### config.mk
export PLATFORM = sky130hd
export DESIGN_NAME = cfg_chain_loader
export DESIGN_NICKNAME = d
export VERILOG_FILES = /design/src/rtl/cfg_chain_loader.sv
export SDC_FILE = /design/constraint.sdc
export NUM_CORES = 1
export LEC_CHECK = 0
export ABC_AREA = 0
export BUFFER_PORTS_ARGS = -buffer_cell sky130_fd_sc_hd__buf_2
export CORE_ASPECT_RATIO = 0.6
export CORE_MARGIN = 1.5
export CORE_UTILIZATION = 50
export DETAILED_ROUTE_END_ITERATION = 10
export PLACE_DENSITY = 0.81
export SYNTH_ARGS = -nofsm -noshare
export SYNTH_HDL_FRONTEND = slang
export SYNTH_SLANG_ARGS = --single-unit
### constraint.sdc
create_clock -name clk -period 3.2 [get_ports clk]
set_input_delay 0.64 -clock clk [delete_from_list [all_inputs] [get_ports clk]]
set_output_delay 0.64 -clock clk [all_outputs]
set_load 0.01 [all_outputs]
### src/rtl/cfg_chain_loader.sv
// cfg_chain_loader: upstream feeder for a serial configuration chain.
// Takes the configuration image as parallel words over valid/ready and
// shifts it out MSB-first on config_en/config_in. It emits exactly CHAIN_LEN
// shift cycles per load and then pulses done once.
//
// Ports:
//   clk, reset        clock, asynchronous active-high reset
//   start             one-cycle load request, honoured only in IDLE
//   abort             synchronous abandon of the current load
//   word_valid/ready  parallel word handshake (word_data, MSB streamed first)
//   config_en         chain shift enable
//   config_in         serial bit into the chain
//   config_out        serial bit returning from the chain end (readback only)
//   busy              high in any state other than IDLE
//   done              one-cycle pulse after the last bit is shifted
//   rb_valid/rb_data  previous chain image, one word per pulse (readback only)
//
// Optional feature: define CFG_CHAIN_READBACK_EN to capture the image being
// shifted out of the chain end and present it as words on rb_valid/rb_data.
module cfg_chain_loader #(
    parameter int unsigned WORD_W    = 8,
    parameter int unsigned CHAIN_LEN = 34
) (
    input  logic              clk,
    input  logic              reset,
    input  logic              start,
    input  logic              abort,
    input  logic              word_valid,
    input  logic [WORD_W-1:0] word_data,
    output logic              word_ready,
    output logic              config_en,
    output logic              config_in,
    input  logic              config_out,
    output logic              busy,
    output logic              done
`ifdef CFG_CHAIN_READBACK_EN
    ,
    output logic              rb_valid,
    output logic [WORD_W-1:0] rb_data
`endif
);

    localparam int unsigned CNT_W = $clog2(CHAIN_LEN + 1);
    localparam int unsigned WB_W  = $clog2(WORD_W + 1);

    typedef enum logic [1:0] {
        S_IDLE      = 2'd0,
        S_WAIT_WORD = 2'd1,
        S_SHIFT     = 2'd2,
        S_DONE      = 2'd3
    } state_t;

    state_t            state_q, state_d;
    logic [WORD_W-1:0] shreg_q, shreg_d;
    logic [CNT_W-1:0]  rem_q, rem_d;
    logic [WB_W-1:0]   wbits_q, wbits_d;

    logic word_ready_d, config_en_d, config_in_d, busy_d, done_d;

    // Next-state and next-output logic
    always_comb begin
        state_d = state_q;
        shreg_d = shreg_q;
        rem_d   = rem_q;
        wbits_d = wbits_q;

        case (state_q)
            S_IDLE: begin
                if (start) begin
                    state_d = S_WAIT_WORD;
                    rem_d   = CNT_W'(CHAIN_LEN);
                end
            end
            S_WAIT_WORD: begin
                // word_ready is high throughout WAIT_WORD, so word_valid alone
                // completes the handshake here.
                if (abort) begin
                    state_d = S_IDLE;
                end else if (word_valid) begin
                    shreg_d = word_data;
                    // The final word may be partial; only its upper bits go out.
                    wbits_d = (32'(rem_q) < WORD_W) ? WB_W'(rem_q) : WB_W'(WORD_W);
                    state_d = S_SHIFT;
                end
            end
            S_SHIFT: begin
                shreg_d = shreg_q << 1;
                rem_d   = rem_q - CNT_W'(1);
                wbits_d = wbits_q - WB_W'(1);
                if (abort) begin
                    state_d = S_IDLE;
                end else if (rem_q == CNT_W'(1)) begin
                    state_d = S_DONE;
                end else if (wbits_q == WB_W'(1)) begin
                    state_d = S_WAIT_WORD;
                end
            end
            S_DONE: begin
                state_d = S_IDLE;
            end
            default: begin
                state_d = S_IDLE;
            end
        endcase

        // Outputs are registered images of the next state, so they are
        // cycle-aligned with the state register and never combinational.
        word_ready_d = (state_d == S_WAIT_WORD);
        config_en_d  = (state_d == S_SHIFT);
        config_in_d  = (state_d == S_SHIFT) && shreg_d[WORD_W-1];
        busy_d       = (state_d != S_IDLE);
        done_d       = (state_d == S_DONE);
    end

    // State, datapath and output registers
    always_ff @(posedge clk or posedge reset) begin
        if (reset) begin
            state_q    <= S_IDLE;
            shreg_q    <= '0;
            rem_q      <= '0;
            wbits_q    <= '0;
            word_ready <= 1'b0;
            config_en  <= 1'b0;
            config_in  <= 1'b0;
            busy       <= 1'b0;
            done       <= 1'b0;
        end else begin
            state_q    <= state_d;
            shreg_q    <= shreg_d;
            rem_q      <= rem_d;
            wbits_q    <= wbits_d;
            word_ready <= word_ready_d;
            config_en  <= config_en_d;
            config_in  <= config_in_d;
            busy       <= busy_d;
            done       <= done_d;
        end
    end

`ifdef CFG_CHAIN_READBACK_EN
    logic [WORD_W-1:0] rb_cap_q, rb_cap_d;
    logic [WB_W-1:0]   rb_cnt_q, rb_cnt_d;
    logic              rb_valid_d;
    logic [WORD_W-1:0] rb_data_d;

    // Capture the old image leaving the chain end, left-aligned per word
    always_comb begin
        rb_cap_d   = rb_cap_q;
        rb_cnt_d   = rb_cnt_q;
        rb_valid_d = 1'b0;
        rb_data_d  = rb_data;

        if (abort && (state_q != S_IDLE)) begin
            rb_cap_d = '0;
            rb_cnt_d = '0;
        end else if (state_q == S_SHIFT) begin
            // config_out still holds the pre-shift chain end during this cycle.
            rb_cap_d = rb_cap_q | (WORD_W'(config_out) << (WB_W'(WORD_W - 1) - rb_cnt_q));
            rb_cnt_d = rb_cnt_q + WB_W'(1);
            // Readback groups line up with input words, including the partial one.
            if (wbits_q == WB_W'(1)) begin
                rb_valid_d = 1'b1;
                rb_data_d  = rb_cap_d;
                rb_cap_d   = '0;
                rb_cnt_d   = '0;
            end
        end
    end

    // Readback registers
    always_ff @(posedge clk or posedge reset) begin
        if (reset) begin
            rb_cap_q <= '0;
            rb_cnt_q <= '0;
            rb_valid <= 1'b0;
            rb_data  <= '0;
        end else begin
            rb_cap_q <= rb_cap_d;
            rb_cnt_q <= rb_cnt_d;
            rb_valid <= rb_valid_d;
            rb_data  <= rb_data_d;
        end
    end
`else
    // Without readback the returning chain bit has no consumer.
    logic unused_config_out;
    assign unused_config_out = config_out;
`endif

endmodule

Word-level counts from Yosys, hierarchy flattened

Index checks and enable logic that the tools add are counted.

Register bits: 25
Input bits: 14
Output and inout bits: 5
Word-level logic and storage cells: 47

$add $sub $neg: 2
Order comparisons: 1
Equality and inequality tests: 11
Muxes and demuxes: 16
Reductions and logical operators: 7

Operator list:

| kind                                                 | count |
|---|---|
| 2-to-1 mux 8 bit                                     | 2 |
| case mux 8 bit (2 select lines)                      | 1 |
| 2-to-1 mux 2 bit                                     | 6 |
| 2-to-1 mux 4 bit                                     | 3 |
| case mux 6 bit (2 select lines)                      | 1 |
| equality test 2 bit (second input constant)          | 4 |
| case mux 2 bit (4 select lines)                      | 1 |
| case mux 4 bit (2 select lines)                      | 1 |
| equality test 6 x 1 -> 1 bit (second input constant) | 1 |
| < comparator 6 x 4 -> 1 bit (second input constant)  | 1 |
| 2-to-1 mux 6 bit                                     | 1 |
| inequality test 2 bit (second input constant)        | 3 |
| nonzero test 2 bit                                   | 3 |
| subtractor 6 x 1 -> 6 bit (second input constant)    | 1 |
| equality test 2 x 1 -> 1 bit (second input constant) | 2 |
| equality test 4 x 1 -> 1 bit (second input constant) | 1 |
| subtractor 4 x 1 -> 4 bit (second input constant)    | 1 |
| AND reduction 3 bit                                  | 1 |
| logical NOT 2 bit                                    | 1 |
| AND reduction 2 bit                                  | 1 |
| logical AND 1 bit                                    | 1 |

Depth between registers and ports, before layout

Gate-level depths: netlist of run 1.

Depth in word-level cells: 7
Gate-level depth with buffers: 7
Depth with buffers taken out: 6

Least setup slack after synthesis of run 1

Ideal clock, no wire load.

Path type: reg2reg
From: register wbits_q[1]
To: register config_in
Library setup time: 121 ps
Data arrival time: 1541 ps
Data required time: 3079 ps
Path slack: 1538 ps
Stages on the path, launching flop included: 7
Buffers on the path: 0
Clock period less this slack: 1662 ps
Cells stage by stage: dfrtp_1 > inv_1 > ha_1 > or3b_1 > a32o_2 > a31oi_4 > and4b_1

Cells in the longest elaborated chain, start to end: 7

RTL lines:

| item                            | RTL line | text |
|---|---|---|
| start: declaration              | 56       | `logic [WB_W-1:0] wbits_q, wbits_d;` |
| start signal: assignment        | 131      | `wbits_q <= wbits_d;` |
| equality test 4 x 1 -> 1 bit    | 94       | `end else if (wbits_q == WB_W'(1)) begin` |
| 2-to-1 mux 2 bit                | 94       |  |
| 2-to-1 mux 2 bit                | 92       | `end else if (rem_q == CNT_W'(1)) begin` |
| 2-to-1 mux 2 bit                | 90       | `if (abort) begin` |
| case mux 2 bit (4 select lines) | 67       | `case (state_q)` |
| equality test 2 bit             | 110      | `config_in_d = (state_d == S_SHIFT) && shreg_d[WORD_W-1];` |
| logical AND 1 bit               | 110      |  |
| via config_in_d                 | 58       | `logic word_ready_d, config_en_d, config_in_d, busy_d, done_d;` |
| end signal: assignment          | 134      | `config_in <= config_in_d;` |
| end: declaration                | 32       | `output logic config_in,` |

The timed path passes the listed nets, and every way through them passes these cells.
A chain may end at the register's enable or synchronous reset.

Worst setup path after layout of run 1

From: register state_q[0]
To: register rem_q[5]

Cells in the longest elaborated chain, start to end: 3
Elaborated cells on any way between the ends: 6
Those cells by class: eq/ne (2); mux (1); reduce/logical (3)

RTL lines:

| item                                                                         | RTL line | text |
|---|---|---|
| start: declaration                                                           | 53       | `state_t state_q, state_d;` |
| start signal: assignment                                                     | 128      | `state_q <= state_d;` |
| equality test 2 bit or logical NOT 2 bit (tied branches)                     | 67       |  |
| nonzero test 2 bit (no source line) or inequality test 2 bit (tied branches) | --       |  |
| AND reduction 2 bit (no source line)                                         | --       |  |
| end signal: assignment                                                       | 130      | `rem_q <= rem_d;` |
| end: declaration                                                             | 55       | `logic [CNT_W-1:0] rem_q, rem_d;` |

Parallel ways exist; a longest one is shown, timed or not.

==> results of run 1 <==
metrics by stage:
step	cells	setup WS [ns]	hold slack [ns]	utilization, %
2_1_floorplan	129	1.54	0.450	-
3_3_place_gp	175	1.12	0.467	57.7
3_5_place_dp	175	1.01	0.477	57.7
4_1_cts	179	0.990	0.498	59.5
5_1_grt	179	0.813	0.513	59.5
6_report	179	0.984	0.495	59.5
flip-flops by register name (all words and copies together) (netlist names):
name / count
config_en: 1
done: 1
rem_q: 6
wbits_q: 4
busy: 1
state_q: 2
shreg_q: 8
config_in: 1
word_ready: 1
metal layers:
layer | routed length, um | vias to the layer above
met5 | 0 | -
met1 | 1420 | 500
met2 | 1120 | 26
met3 | 130 | 4
met4 | 31 | 0
li1 | - | 502
worst min-delay path by stage:
stage	from	to	slack [ns]	depth (start not counted)
6_report	shreg_q[3]	shreg_q[4]	0.49	1
2_1_floorplan	shreg_q[0]	shreg_q[1]	0.45	1
5_1_grt	shreg_q[3]	shreg_q[4]	0.51	1
3_3_place_gp	shreg_q[0]	shreg_q[1]	0.47	1
3_5_place_dp	shreg_q[3]	shreg_q[4]	0.48	1
4_1_cts	shreg_q[3]	shreg_q[4]	0.50	1
synth_stat cells (2+ instances only):
| master | number | area share, % |
|---|---|---|
| sky130_fd_sc_hd__dfrtp_1 | 25 | 46 |
| sky130_fd_sc_hd__inv_1 | 13 | 3.6 |
| sky130_fd_sc_hd__a22o_1 | 10 | 6.5 |
| sky130_fd_sc_hd__a21o_1 | 8 | 4.5 |
| sky130_fd_sc_hd__ha_1 | 7 | 6.5 |
| sky130_fd_sc_hd__nand2_1 | 7 | 2.0 |
| sky130_fd_sc_hd__a21oi_1 | 6 | 2.2 |
| sky130_fd_sc_hd__o21ai_0 | 6 | 2.2 |
| sky130_fd_sc_hd__nand3_1 | 4 | 1.5 |
| sky130_fd_sc_hd__nor2_1 | 4 | 1.1 |
| sky130_fd_sc_hd__a221oi_1 | 3 | 2.0 |
| sky130_fd_sc_hd__and2_1 | 3 | 1.4 |
| sky130_fd_sc_hd__and3b_1 | 3 | 2.0 |
| sky130_fd_sc_hd__nand2b_1 | 3 | 1.4 |
| sky130_fd_sc_hd__and4b_1 | 2 | 1.5 |
| sky130_fd_sc_hd__nor3_1 | 2 | 0.74 |
| sky130_fd_sc_hd__nor4_1 | 2 | 0.93 |
report_power, final:
part	switching (mW)	internal, mW
Sequential	0.0767	0.424
Clock	0.0972	0.0892
Combinational	0.254	0.202
Total	0.428	0.715
kinds of logic (layout without fill, tap and decap cells):
logic type,after synthesis,after routing,synth area share [%]
buf+inv,16,34,4.83
fa+ha+maj,7,7,6.51
flops,25,25,46.5
compound gates,42,42,24.6
xor+xnor,2,2,1.30
mux,1,1,0.744
simple gates,36,36,15.5
area by class of cell:
type | instances | area (sq um) | share of cell area [%]
Inverter | 13 | 48.8 | 3.25
Sequential cell | 25 | 626 | 41.7
Tap cell | 32 | 40.0 | 2.67
Multi-Input combinational cell | 88 | 656 | 43.7
Clock buffer | 4 | 45.0 | 3.00
Timing Repair Buffer | 17 | 85.1 | 5.67
==> metrics.csv, run 1 <==
metric,value,unit
result of the run,completed,
startpoint type of the worst setup path,flip-flop,
Synth Cell Area,1350,sq um
wire per inst,15.1,um
kind of cell adding the most delay to the critical path,adder cells,
global-route wire length before repair,4.31,mm
number of gates resized after cts,0,
Pwr per Cell Area,762,nW/um^2
number of flops mapped to enable cells by yosys,0,
Post-CTS Setup Inserts,0,
relative max-transition margin,38.5,%
master cell of the clock root buffer,sky130_fd_sc_hd__clkbuf_8,
grt peak-use layer,met1,
"Slowest-stage cell, CP",sky130_fd_sc_hd__ha_1,
number of global-route vias before repair,917,
leading register cell type out of synthesis,sky130_fd_sc_hd__dfrtp_1,
Final Hold Vio Count,0,
residual overflow from global routing,0,
Post-DP Area,1460,sq um
Skew-Pair Late Insertion Delay,0.27,ns
critical register-to-register path endpoint,rem_q[5],
fill cell count,215,
"Worst Path Class, Setup",reg2reg,
Boundary Pins,19,
count of unique library cells instantiated by Yosys,38,
CP Data Arrival Time,2.38,ns
maximum number of pins on one net before global-route repair,26,
met3 Use GR,5.94,%
floorplan die area,3020,sq um
half-perimeter wire length of the detailed placement result,2.03,mm
R2R Setup Slk,0.98,ns
register bit total from synthesis,25,
hold bufs inserted after CTS,0,
Clock Skew,0.00282,ns
Die H,43.2,um
std cell rows,14,
Tcrit/Tclk final,69.3,%
detailed-route via count,1032,
asr flop ratio synth,100,%
average vias per placed instance,5.77,
H-tree level count,1,
count of nets left with antenna violations after detail routing,0,
placeable core region,2520,sq um
number of search-and-repair iterations in the first detailed-routing pass,4,
Nets,169,
gate count after technology mapping,129,
final-report setup violation count,0,
overall routed net length,2.70,mm
antenna cells,0,
max-slew violation count,0,
RePlAce Congestion,0.792,
Synth Area per Inst,10.4,sq um
number of remaining DRC errors,0,
clock buffer count from CTS,3,
Yosys warnings,0,
met1 track utilization from global routing,28.2,%
source of the critical timing path,state_q[0],
CP max stage delay,0.58,ns
crit path cell chain,inv_1 -> ha_1 -> mux2i_1 -> nor4_1 -> xor2_1 -> a21o_1,
starting utilization of the core area,53.4,%
ratio of cells with drive above 1 in the final layout,16.3,%
first-iteration detailed-routing DRC count,70,
cells on worst reg2reg path,6,
share of the yosys chip area belonging to registers,46.5,%
antenna violations before repair,0,
number of clock sinks seen by CTS,25,
Critical Path Fanout Max,15,
required time of the worst setup path,3.37,ns
IR Drop Worst-Case VDD,0.000334,V
worst hold path class,reg2reg,
number of I/O port buffers,17,
overall track demand over capacity in global routing,19.0,%
"leading cell type in the layout, fill and taps excluded",sky130_fd_sc_hd__dfrtp_1,
met2 Resource Use GR,26.3,%
final total power,1.14,mW
Die W,70.0,um
Post-Layout Inst Area,1500,sq um
maximum frequency from static timing analysis,0.451,GHz
Slew @ Worst Pin,0.921,ns
buffering stage count on the worst path with inverters included,1,
Synthesized Nets,150,
launch point of the worst reg-to-reg path,state_q[0],
CP Capture Point,rem_q[5],
final sum of negative setup slack,0,ns
clock tree from TritonCTS,done,
clock period minus final worst setup slack,2.22,ns
CTS max path bufs,2,
crit path capture type,flip-flop,
"leading cell types in the layout, fill and taps excluded","25 x sky130_fd_sc_hd__dfrtp_1, 17 x sky130_fd_sc_hd__buf_2, 13 x sky130_fd_sc_hd__inv_1",
area overhead of the layout relative to synthesis,11.4,%
Max Cap Viol,0,
clock slew at the register clock pins of the worst setup and hold paths,0.08,ns
unrepaired setup endpoints after global routing,false,
number of logic stages on the critical path including buffering,6,
static leakage,0.787,nW
Note: power is estimated with default switching activity, not from simulation.
==> inputs of run 2 (changes only) <==
- PLACE_DENSITY: 0.81 -> 0.84
- clock period: 3.2 -> 2 ns (I/O delays scaled with it)
==> metrics.csv, run 2 (synthesized netlist as in run 1, its figures left out) <==
metric,value,unit,change
unrepaired setup endpoints after global routing,false,,
std cell rows,14,,unchanged
Critical Path Fanout Max,16,,+1
floorplan die area,3020,sq um,unchanged
fill cell count,215,,unchanged
Slew @ Worst Pin,0.436,ns,-0.485 ns
maximum frequency from static timing analysis,0.527,GHz,+17%
cells on worst reg2reg path,6,,unchanged
worst hold path class,in2async,,
clock period minus final worst setup slack,1.90,ns,-0.319 ns
final sum of negative setup slack,0,ns,unchanged
Boundary Pins,19,,unchanged
number of search-and-repair iterations in the first detailed-routing pass,5,,+1
IR Drop Worst-Case VDD,0.000695,V,+110%
master cell of the clock root buffer,sky130_fd_sc_hd__clkbuf_8,,
max-slew violation count,0,,unchanged
Die H,43.2,um,unchanged
CP max stage delay,0.41,ns,-0.17 ns
maximum number of pins on one net before global-route repair,26,,unchanged
RePlAce Congestion,0.934,,+18%
Post-Layout Inst Area,1530,sq um,+2.1%
average vias per placed instance,5.68,,-1.6%
CTS max path bufs,2,,unchanged
crit path cell chain,inv_1 -> ha_1 -> and3b_1 -> a21oi_4 -> o21ai_0 -> a221o_1,,
Max Cap Viol,0,,unchanged
antenna cells,0,,unchanged
first-iteration detailed-routing DRC count,71,,+1.4%
startpoint type of the worst setup path,flip-flop,,
H-tree level count,1,,unchanged
Die W,70.0,um,unchanged
wire per inst,15.2,um,+0.54%
result of the run,completed,,
residual overflow from global routing,0,,unchanged
final worst-path setup slack,0.102,ns,-0.881 ns
number of global-route vias before repair,959,,+4.6%
clock buffer count from CTS,3,,unchanged
Clock Skew,0.00522,ns,+0.00240 ns
setup slack after placement,0.128,ns,-0.886 ns
count of nets left with antenna violations after detail routing,0,,unchanged
final total power,1.86,mW,+63%
antenna violations before repair,0,,unchanged
"Slowest-stage cell, CP",sky130_fd_sc_hd__dfrtp_1,,
overall track demand over capacity in global routing,19.1,%,+0.16 points
number of standard cells in the final layout excluding fillers,182,,+1.7%
global-route wire length before repair,4.44,mm,+3.0%
required time of the worst setup path,2.16,ns,-1.21 ns
crit path capture type,flip-flop,,
starting utilization of the core area,53.4,%,unchanged
Skew-Pair Late Insertion Delay,0.27,ns,about the same
largest registers ranked by flip-flop count,"shreg_q x8, rem_q x6, wbits_q x4",,
number of flip-flops in the largest register,8,,unchanged
final-report setup violation count,0,,unchanged
CP Data Arrival Time,2.06,ns,-0.32 ns
"leading cell types in the layout, fill and taps excluded","25 x sky130_fd_sc_hd__dfrtp_1, 17 x sky130_fd_sc_hd__buf_2, 13 x sky130_fd_sc_hd__inv_1",,
Pwr per Cell Area,1220,nW/um^2,+60%
half-perimeter wire length of the detailed placement result,2.00,mm,-1.6%
"leading cell type in the layout, fill and taps excluded",sky130_fd_sc_hd__dfrtp_1,,
Tcrit/Tclk final,94.9,%,+26 points
number of I/O port buffers,17,,unchanged
number of clock sinks seen by CTS,25,,unchanged
static leakage,0.801,nW,+1.8%
area overhead of the layout relative to synthesis,13.8,%,
overall routed net length,2.76,mm,+2.2%
worst hold margin,0.164,ns,-0.330 ns
Final Hold Vio Count,0,,unchanged
relative max-transition margin,70.9,%,+32 points
Nets,172,,+1.8%
Post-DP Area,1480,sq um,+1.5%
ratio of cells with drive above 1 in the final layout,19.3,%,+3.0 points
clock tree from TritonCTS,done,,
register containing the most flip-flops in the final layout,shreg_q,,
Post-CTS Setup Inserts,0,,unchanged
number of remaining DRC errors,0,,unchanged
final core area utilization,60.7,%,+1.2 points
clock slew at the register clock pins of the worst setup and hold paths,0.08,ns,about the same
"Worst Path Class, Setup",reg2reg,,
detailed-route via count,1033,,+0.097%
# placed instances,178,,+1.7%
placeable core region,2520,sq um,unchanged
[run 2: timing repair]
item	in CTS	in global routing
setup endpoints to repair	0	3
hold buffers	0	0
gates resized for setup	0	2
[run 2: cell type report]
type	count	area (sq um)	share of cell area, %
clock buffer	4	45.0	2.94
timing repair buffer	20	108	7.03
sequential	25	626	40.8
multi-input combinational	88	664	43.4
tap	32	40.0	2.61
inverter	13	48.8	3.19
[run 2: critical path: cells and delay by family (launching register included)]
family / cells / cell delay (ns)
AND/OR/NAND/NOR: 1 / 0.24
flip-flops: 1 / 0.41
buffers and inverters: 1 / 0.10
AO/OA/AOI/OAI: 3 / 0.80
adder cells (fa/ha/maj): 1 / 0.24
[run 2: routing by layer]
metal / part of all wire, % / track usage (%) / vias to the layer above
met5: 0 / 0 / -
met4: 0.91 / 5.77 / 0
met3: 6.2 / 6.18 / 4
met2: 43 / 27.4 / 41
met1: 50 / 27.6 / 481
li1: - / - / 507
[run 2: final timing paths]
| check | startpoint | to | slack, ns |
|---|---|---|---|
| setup / recovery | state_q[1] | wbits_q[2] | 0.10 |
| hold / removal | reset | shreg_q[2] | 0.16 |
| setup reg to reg | state_q[1] | wbits_q[2] | 0.10 |
| hold reg to reg | shreg_q[1] | shreg_q[2] | 0.49 |
| max in group asynchronous | reset | rem_q[4] | 1.59 |
| min in group clk | word_data[0] | shreg_q[0] | 0.36 |
[run 2: report_power, final]
part	switching [mW]	leakage (nW)	internal (mW)
sequential	0.132	0.320	0.678
clock	0.154	0.0228	0.143
combinational	0.414	0.458	0.341
